[src/rtl/mem_bus_arbiter_if.sv]
// Memory bus bundle between the two requesters, the arbiter and the memory port.
// The arbiter takes the master modport (it masters the memory port); the bench/environment uses slave.
interface mem_bus_arbiter_if;
    logic        m0_req;
    logic        m1_req;
    logic        m0_we;
    logic        m1_we;
    logic [31:0] m0_addr;
    logic [31:0] m1_addr;
    logic [31:0] m0_wdata;
    logic [31:0] m1_wdata;
    logic [2:0]  m0_width;
    logic [2:0]  m1_width;
    logic        m0_gnt;
    logic        m1_gnt;
    logic        m0_done;
    logic        m1_done;
    logic        m0_err;
    logic        m1_err;
    logic [31:0] m_rdata;
    logic [31:0] mem_addr;
    logic [31:0] mem_wdata;
    logic        mem_read;
    logic        mem_write;
    logic [2:0]  mem_op_width;
    logic [31:0] mem_rdata;
    logic        mem_ready;

    modport master (
        input  m0_req, m1_req, m0_we, m1_we, m0_addr, m1_addr,
               m0_wdata, m1_wdata, m0_width, m1_width, mem_rdata, mem_ready,
        output m0_gnt, m1_gnt, m0_done, m1_done, m0_err, m1_err, m_rdata,
               mem_addr, mem_wdata, mem_read, mem_write, mem_op_width
    );

    modport slave (
        output m0_req, m1_req, m0_we, m1_we, m0_addr, m1_addr,
               m0_wdata, m1_wdata, m0_width, m1_width, mem_rdata, mem_ready,
        input  m0_gnt, m1_gnt, m0_done, m1_done, m0_err, m1_err, m_rdata,
               mem_addr, mem_wdata, mem_read, mem_write, mem_op_width
    );
endinterface

[src/rtl/mem_bus_arbiter.sv]
// Two-master round-robin arbiter/sequencer onto a single registered memory port.
// Optional bus-timeout abort is built only when ARB_TIMEOUT_EN is defined.
module mem_bus_arbiter #(
    parameter int unsigned TIMEOUT_CYCLES = 255,
    parameter logic [31:0] ERR_DATA       = 32'hDEADBEEF
) (
    input logic               clk,
    input logic               rst_n,
    mem_bus_arbiter_if.master bus
);
    typedef enum logic {IDLE, BUSY} state_t;

    state_t      state;
    state_t      state_nxt;
    logic        start;
    logic        finish;
    logic        abort;
    logic        timeout_hit;
    logic        pick_m1;
    logic        sel_we;
    logic [31:0] sel_addr;
    logic [31:0] sel_wdata;
    logic [2:0]  sel_width;

    logic        last_gnt;
    logic        gnt0_r;
    logic        gnt1_r;
    logic        done0_r;
    logic        done1_r;
    logic        rd_r;
    logic        wr_r;
    logic [31:0] addr_r;
    logic [31:0] wdata_r;
    logic [2:0]  width_r;
    logic [31:0] rdata_r;

    if (TIMEOUT_CYCLES < 1 || TIMEOUT_CYCLES > 65535) begin : g_bad_timeout
        $error("TIMEOUT_CYCLES must be within 1..65535");
    end

    always_ff @(posedge clk or negedge rst_n) begin
        if (!rst_n) state <= IDLE;
        else        state <= state_nxt;
    end

    always_comb begin
        state_nxt = state;
        start     = 1'b0;
        finish    = 1'b0;
        abort     = 1'b0;
        case (state)
            IDLE: begin
                if (bus.m0_req || bus.m1_req) begin
                    start     = 1'b1;
                    state_nxt = BUSY;
                end
            end
            BUSY: begin
                // mem_ready beats a timeout landing in the same cycle
                if (bus.mem_ready) begin
                    finish    = 1'b1;
                    state_nxt = IDLE;
                end else if (timeout_hit) begin
                    finish    = 1'b1;
                    abort     = 1'b1;
                    state_nxt = IDLE;
                end
            end
            default: state_nxt = IDLE;
        endcase
    end

    always_comb begin
        pick_m1   = bus.m1_req && (!bus.m0_req || !last_gnt);
        sel_we    = pick_m1 ? bus.m1_we    : bus.m0_we;
        sel_addr  = pick_m1 ? bus.m1_addr  : bus.m0_addr;
        sel_wdata = pick_m1 ? bus.m1_wdata : bus.m0_wdata;
        sel_width = pick_m1 ? bus.m1_width : bus.m0_width;
    end

    always_ff @(posedge clk or negedge rst_n) begin
        if (!rst_n) begin
            last_gnt <= 1'b1;
            gnt0_r   <= 1'b0;
            gnt1_r   <= 1'b0;
            done0_r  <= 1'b0;
            done1_r  <= 1'b0;
            rd_r     <= 1'b0;
            wr_r     <= 1'b0;
            addr_r   <= '0;
            wdata_r  <= '0;
            width_r  <= 3'b010;
            rdata_r  <= '0;
        end else begin
            done0_r <= 1'b0;
            done1_r <= 1'b0;
            if (start) begin
                gnt0_r   <= !pick_m1;
                gnt1_r   <= pick_m1;
                last_gnt <= pick_m1;
                rd_r     <= !sel_we;
                wr_r     <= sel_we;
                addr_r   <= sel_addr;
                wdata_r  <= sel_wdata;
                width_r  <= sel_width;
            end else if (finish) begin
                gnt0_r  <= 1'b0;
                gnt1_r  <= 1'b0;
                rd_r    <= 1'b0;
                wr_r    <= 1'b0;
                done0_r <= gnt0_r;
                done1_r <= gnt1_r;
                if (rd_r) rdata_r <= abort ? ERR_DATA : bus.mem_rdata;
            end
        end
    end

`ifdef ARB_TIMEOUT_EN
    localparam logic [15:0] TO_LAST = 16'(TIMEOUT_CYCLES - 1);

    logic [15:0] to_cnt;
    logic        err0_r;
    logic        err1_r;

    assign timeout_hit = (to_cnt == TO_LAST);

    always_ff @(posedge clk or negedge rst_n) begin
        if (!rst_n) begin
            to_cnt <= '0;
            err0_r <= 1'b0;
            err1_r <= 1'b0;
        end else begin
            err0_r <= finish && abort && gnt0_r;
            err1_r <= finish && abort && gnt1_r;
            if (start)                              to_cnt <= '0;
            else if (state == BUSY && !bus.mem_ready) to_cnt <= to_cnt + 16'd1;
        end
    end

    assign bus.m0_err = err0_r;
    assign bus.m1_err = err1_r;
`else
    assign timeout_hit = 1'b0;
    assign bus.m0_err  = 1'b0;
    assign bus.m1_err  = 1'b0;
`endif

    assign bus.m0_gnt       = gnt0_r;
    assign bus.m1_gnt       = gnt1_r;
    assign bus.m0_done      = done0_r;
    assign bus.m1_done      = done1_r;
    assign bus.m_rdata      = rdata_r;
    assign bus.mem_addr     = addr_r;
    assign bus.mem_wdata    = wdata_r;
    assign bus.mem_read     = rd_r;
    assign bus.mem_write    = wr_r;
    assign bus.mem_op_width = width_r;
endmodule

[src/flat_wrapper.sv]
// flat-port wrapper written by rule: the top's interface ports become plain ports
module mem_bus_arbiter_flat 
#(
    parameter int unsigned TIMEOUT_CYCLES = 255,
    parameter logic [31:0] ERR_DATA       = 32'hDEADBEEF
)
  (clk, rst_n, bus_m0_req, bus_m1_req, bus_m0_we, bus_m1_we, bus_m0_addr, bus_m1_addr, bus_m0_wdata, bus_m1_wdata, bus_m0_width, bus_m1_width, bus_mem_rdata, bus_mem_ready, bus_m0_gnt, bus_m1_gnt, bus_m0_done, bus_m1_done, bus_m0_err, bus_m1_err, bus_m_rdata, bus_mem_addr, bus_mem_wdata, bus_mem_read, bus_mem_write, bus_mem_op_width);
  mem_bus_arbiter_if bus_i ();
  input logic clk;
  input logic rst_n;
  input wire logic [$bits(bus_i.m0_req)-1:0] bus_m0_req;
  input wire logic [$bits(bus_i.m1_req)-1:0] bus_m1_req;
  input wire logic [$bits(bus_i.m0_we)-1:0] bus_m0_we;
  input wire logic [$bits(bus_i.m1_we)-1:0] bus_m1_we;
  input wire logic [$bits(bus_i.m0_addr)-1:0] bus_m0_addr;
  input wire logic [$bits(bus_i.m1_addr)-1:0] bus_m1_addr;
  input wire logic [$bits(bus_i.m0_wdata)-1:0] bus_m0_wdata;
  input wire logic [$bits(bus_i.m1_wdata)-1:0] bus_m1_wdata;
  input wire logic [$bits(bus_i.m0_width)-1:0] bus_m0_width;
  input wire logic [$bits(bus_i.m1_width)-1:0] bus_m1_width;
  input wire logic [$bits(bus_i.mem_rdata)-1:0] bus_mem_rdata;
  input wire logic [$bits(bus_i.mem_ready)-1:0] bus_mem_ready;
  output wire logic [$bits(bus_i.m0_gnt)-1:0] bus_m0_gnt;
  output wire logic [$bits(bus_i.m1_gnt)-1:0] bus_m1_gnt;
  output wire logic [$bits(bus_i.m0_done)-1:0] bus_m0_done;
  output wire logic [$bits(bus_i.m1_done)-1:0] bus_m1_done;
  output wire logic [$bits(bus_i.m0_err)-1:0] bus_m0_err;
  output wire logic [$bits(bus_i.m1_err)-1:0] bus_m1_err;
  output wire logic [$bits(bus_i.m_rdata)-1:0] bus_m_rdata;
  output wire logic [$bits(bus_i.mem_addr)-1:0] bus_mem_addr;
  output wire logic [$bits(bus_i.mem_wdata)-1:0] bus_mem_wdata;
  output wire logic [$bits(bus_i.mem_read)-1:0] bus_mem_read;
  output wire logic [$bits(bus_i.mem_write)-1:0] bus_mem_write;
  output wire logic [$bits(bus_i.mem_op_width)-1:0] bus_mem_op_width;
  assign bus_i.m0_req = bus_m0_req;
  assign bus_i.m1_req = bus_m1_req;
  assign bus_i.m0_we = bus_m0_we;
  assign bus_i.m1_we = bus_m1_we;
  assign bus_i.m0_addr = bus_m0_addr;
  assign bus_i.m1_addr = bus_m1_addr;
  assign bus_i.m0_wdata = bus_m0_wdata;
  assign bus_i.m1_wdata = bus_m1_wdata;
  assign bus_i.m0_width = bus_m0_width;
  assign bus_i.m1_width = bus_m1_width;
  assign bus_i.mem_rdata = bus_mem_rdata;
  assign bus_i.mem_ready = bus_mem_ready;
  assign bus_m0_gnt = bus_i.m0_gnt;
  assign bus_m1_gnt = bus_i.m1_gnt;
  assign bus_m0_done = bus_i.m0_done;
  assign bus_m1_done = bus_i.m1_done;
  assign bus_m0_err = bus_i.m0_err;
  assign bus_m1_err = bus_i.m1_err;
  assign bus_m_rdata = bus_i.m_rdata;
  assign bus_mem_addr = bus_i.mem_addr;
  assign bus_mem_wdata = bus_i.mem_wdata;
  assign bus_mem_read = bus_i.mem_read;
  assign bus_mem_write = bus_i.mem_write;
  assign bus_mem_op_width = bus_i.mem_op_width;
  mem_bus_arbiter #(.TIMEOUT_CYCLES(TIMEOUT_CYCLES), .ERR_DATA(ERR_DATA)) u_core (.clk(clk), .rst_n(rst_n), .bus(bus_i));
endmodule
[config.mk]
export PLATFORM = sky130hd
export DESIGN_NAME = mem_bus_arbiter_flat
export DESIGN_NICKNAME = d
export VERILOG_FILES = /design/src/rtl/mem_bus_arbiter_if.sv /design/src/rtl/mem_bus_arbiter.sv /design/src/flat_wrapper.sv
export SDC_FILE = /design/constraint.sdc
export NUM_CORES = 1
export LEC_CHECK = 0
export CORE_AREA = 5 5 105 107
export CTS_BUF_LIST = sky130_fd_sc_hd__clkbuf_8
export CTS_CLUSTER_DIAMETER = 120
export DETAILED_ROUTE_END_ITERATION = 10
export DIE_AREA = 0 0 110 112
export DONT_BUFFER_PORTS = 1
export HOLD_SLACK_MARGIN = 0.15
export PLACE_DENSITY = 0.7
export SLEW_MARGIN = 10
export SYNTH_ARGS = -nofsm -noshare
export SYNTH_HDL_FRONTEND = slang
export SYNTH_SLANG_ARGS = --single-unit
[constraint.sdc]
create_clock -name clk -period 1.7 [get_ports clk]
set_input_delay 0.255 -clock clk [delete_from_list [all_inputs] [get_ports clk]]
set_output_delay 0.255 -clock clk [all_outputs]
set_load 0.005 [all_outputs]
==> impl_metrics.ini, run 1 <==
[placement]
gp_congestion = 0.757
dp.cells = 436
io_buffers = 0
placed_area_um2 = 4590
dp_hpwl_um = 8560

[die]
fp-row-count = 37
die_h_um = 112
die_x_um = 110
start_util_pct = 44.3
pin_count = 280

[cts]
post_cts_buffers = 0
cts-root-buf = clkbuf_8
h-tree-depth = 3
cts_resized = 0
cts_buffers = 9
cts_hold_buf = 101
clock_sinks = 107
cts_buffer_depth = 2

[outcome]
error = [ERROR RSZ-0060] Max buffer count reached.
status = aborted with a tool error
stop_stage = clock tree synthesis (4_1_cts)

[logic_synthesis]
avgSynthCellArea_um2 = 14.0
yosysWarnings = 0
seq_area_frac_synth_pct = 60.2
ys_ff_latch = 107
synthDistinctLibCells = 24
synthCells = 319
netlist_area_um2 = 4450
## cells by family after synthesis
logic type             Yosys count  share of synthesized area [%]
AOI/OAI and AO/OA               74                           16.6
buffers and inverters           27                           3.60
DFF                            107                           60.2
muxes                           34                           8.68
other                            1                         0.0842
and+or+nand+nor                 76                           10.8
## cells in the mapped netlist
library cell    n  area [µm²]
dfrtp_1       105        2630
a221o_1        67         671
and2_0         34         213
and2_1         34         213
mux2_2         33         372
buf_2          14        70.1
clkbuf_1        6        22.5
buf_6           4        45.0
buf_4           3        22.5
a31o_2          2        17.5
and3_1          2        12.5
dfstp_2         2        52.6
nand3_1         2        10.0
a21bo_2         1        10.0
a21o_1          1        7.51
and2b_1         1        7.51
conb_1          1        3.75
mux2_4          1        15.0
nand2_1         1        3.75
nor2_4          1        11.3
nor3b_2         1        12.5
o21ai_0         1        5.00
o21bai_4        1        18.8
o31a_1          1        8.76
## through the flow
stage	setup WS [ns]	util [%]
floorplan	0.275	-
detailed placement	0.162	45.7
global placement	0.209	45.7
==> run 2, diff against run 1 <==
==> config.mk (replaced) <==
export PLATFORM = sky130hd
export DESIGN_NAME = mem_bus_arbiter_flat
export DESIGN_NICKNAME = d
export VERILOG_FILES = /design/src/rtl/mem_bus_arbiter_if.sv /design/src/rtl/mem_bus_arbiter.sv /design/src/flat_wrapper.sv
export SDC_FILE = /design/constraint.sdc
export NUM_CORES = 1
export LEC_CHECK = 0
export CORE_MARGIN = 5
export CORE_UTILIZATION = 40
export DETAILED_ROUTE_END_ITERATION = 10
export DONT_BUFFER_PORTS = 1
export PLACE_DENSITY_LB_ADDON = 0.15
export SLEW_MARGIN = 10
export SYNTH_ARGS = -nofsm -noshare
export SYNTH_HDL_FRONTEND = slang
export SYNTH_SLANG_ARGS = --single-unit
==> impl_metrics.ini, run 2 <==
[power_and_ir_drop]
clkPwrFrac_pct = 21.5
p_per_area_nw_per_um2 = 1380
switching_share_pct = 29.6
seq_power_share_pct = 59.8
pwr-share-comb_pct = 18.7
intPower_mw = 4.71
vdd_drop_max_v = 0.000582
total_power_mw = 6.69
leakage_nw = 2.08
switching_power_mw = 1.98

[logic_synthesis]
synthTopCellsByArea = dfrtp_1, a221o_1, mux2_2
synth_compound_area_share_pct = 16.6
synth_edf_count = 0
yosys-top-cells-count = dfrtp_1, a221o_1, and2_0, and2_1, mux2_2
synthDistinctLibCells = 24
synthAdderAreaFrac_pct = 0
yosysWarnings = 0
synthCells = 319
synth-main-ff-cell = dfrtp_1
seq_area_frac_synth_pct = 60.2
yosysTopAreaCell = dfrtp_1
synth_top_area_share_pct = 59.0
synthXorXnorAreaFrac_pct = 0
synth.mux.area_fraction_pct = 8.68
ys_ff_latch = 107
async_flop_share_pct = 100
synthSimpleGateAreaFrac_pct = 10.8
avgSynthCellArea_um2 = 14.0
synth.most_common_cell = dfrtp_1
synth_top_family_by_area = compound AO/OA/AOI/OAI gates
netlist_area_um2 = 4450

[worst_setup_path]
cp_num_buf_inv = 1
worstSetupEndpointType = flop
worstPathArrival_ns = 1.84
cpLargestDelayFamily = flip-flops
crit_slowest_cell = dfstp_2
critPathKind = flop to flop
critical_path.cell_chain = and2b_1 > nor3b_4 > buf_12 > a221o_1
start_kind = flop
slowest_delay_ns = 0.55
crit_fanout = 31
cp_data_required_time_ns = 1.99

[global_route]
grt_max_degree = 108
gr-usage-met3_pct = 8.62
grt_pass1_wl_um = 17300
first_global_vias = 2980
grt_use_met1_pct = 19.5
antenna_found_initial = 0
grt-ovfl-total = 0
busiest_layer = met2
gr-usage-met2_pct = 28.4
track_usage_pct = 17.2

[placement]
io_buffers = 0
placed_area_um2 = 4620
gp_congestion = 0.733
place_ws_ns = 0.169
dp.cells = 442
dp_hpwl_um = 8770

[cts]
clock_sinks = 107
tritoncts = built
cts_resized = 0
clk_latency_ns = 0.37
cts_buffers = 9
h-tree-depth = 3
cts_buffer_depth = 2
path_clk_slew_ns = 0.10
post_cts_buffers = 0
cts-root-buf = clkbuf_8

[die]
core_um2 = 10900
pin_count = 280
start_util_pct = 40.9
fp-row-count = 38
dieArea_um2 = 13300
die_x_um = 115
die_h_um = 115

[outcome]
violations = hold timing
status = finished with violations

[final_layout]
nets = 490
final_cell_mix = dfrtp_1, a221o_1, and2_1, and2_0, mux2_2
final_cells = 461
fin_util_pct = 44.4
antennaDiodeCount = 0
n_fill_cell = 1028
areaGrowthSynthToFinish_pct = 8.60
final_common_cell = dfrtp_1
design_area_um2 = 4830
drive_gt1_share_pct = 20.6

[detailed_routing]
drt_pass1_iterations = 4
wl_um = 11900
num_vias = 2689
avgRoutedWirePerCell_um = 25.8
first_iter_violations = 143
antenna_left = 0
drc = 0
via_per_inst = 5.83

[sta]
post-route-period-util_pct = 91.0
final.setup.worst_slack_ns = 0.152
fin_skew_ns = 0.0129
rsz0062_at_grt = false
setup_viol = 0
fin_hold_ws_ns = -0.428
hold_viol_final = 107
fmax_mhz = 646
fin_crit_ns = 1.55
slew_viol_final = 0
tns_ns = 0

[job]
cap_violations = 0

[min_path]
min_path_type = input pin to async pin
run 2: cell counts after synthesis:
No cell type changed its count.
run 2: cells by family after synthesis:
family / Yosys count
AO/OA/AOI/OAI: 74
buffers and inverters: 27
flip-flops: 107
multiplexers: 34
other: 1
AND/OR/NAND/NOR: 76
run 2: final cells by class:
class / count / area [µm²] / area share [%]
well taps: 140 / 175 / 3.62
clock inverters: 5 / 37.5 / 0.776
multi-input cells: 186 / 1620 / 33.5
repair buffers: 13 / 183 / 3.78
flip-flops and latches: 107 / 2680 / 55.4
clock buffers: 10 / 138 / 2.85
run 2: power by group through the flow:
| stage | registers (mW) | clock network [mW] | logic, mW |
|---|---|---|---|
| final | 4.00 | 1.44 | 1.25 |
| after global routing | 4.10 | 1.57 | 1.41 |
| after CTS | 4.03 | 1.49 | 1.26 |
| after detailed placement | 4.06 | 0 | 1.27 |
| after global placement | 4.07 | 0 | 1.20 |
| after floorplan | 3.81 | 0 | 1.07 |
run 2: worst paths after layout:
kind / start / end / slack, ns / cells after the start
min: rst_n / u_core.bus.m_rdata[1] / -0.43 / 0
max in group asynchronous: rst_n / u_core.last_gnt / 1.93 / 0
min reg2reg: u_core.last_gnt / u_core.last_gnt / 0.52 / 1
min in group clk: bus_m0_addr[25] / u_core.bus.mem_addr[25] / 0.02 / 1
max reg2reg: u_core.last_gnt / u_core.bus.mem_wdata[14] / 0.15 / 4
max: u_core.last_gnt / u_core.bus.mem_wdata[14] / 0.15 / 4
run 2: metal layers:
metal  wire length (µm)  up-vias
met1               4230     1311
met4                144        0
li1                   -     1180
met2               5930      187
met3               1610       11
met5                  0        -
(Power assumes the default switching activity.)
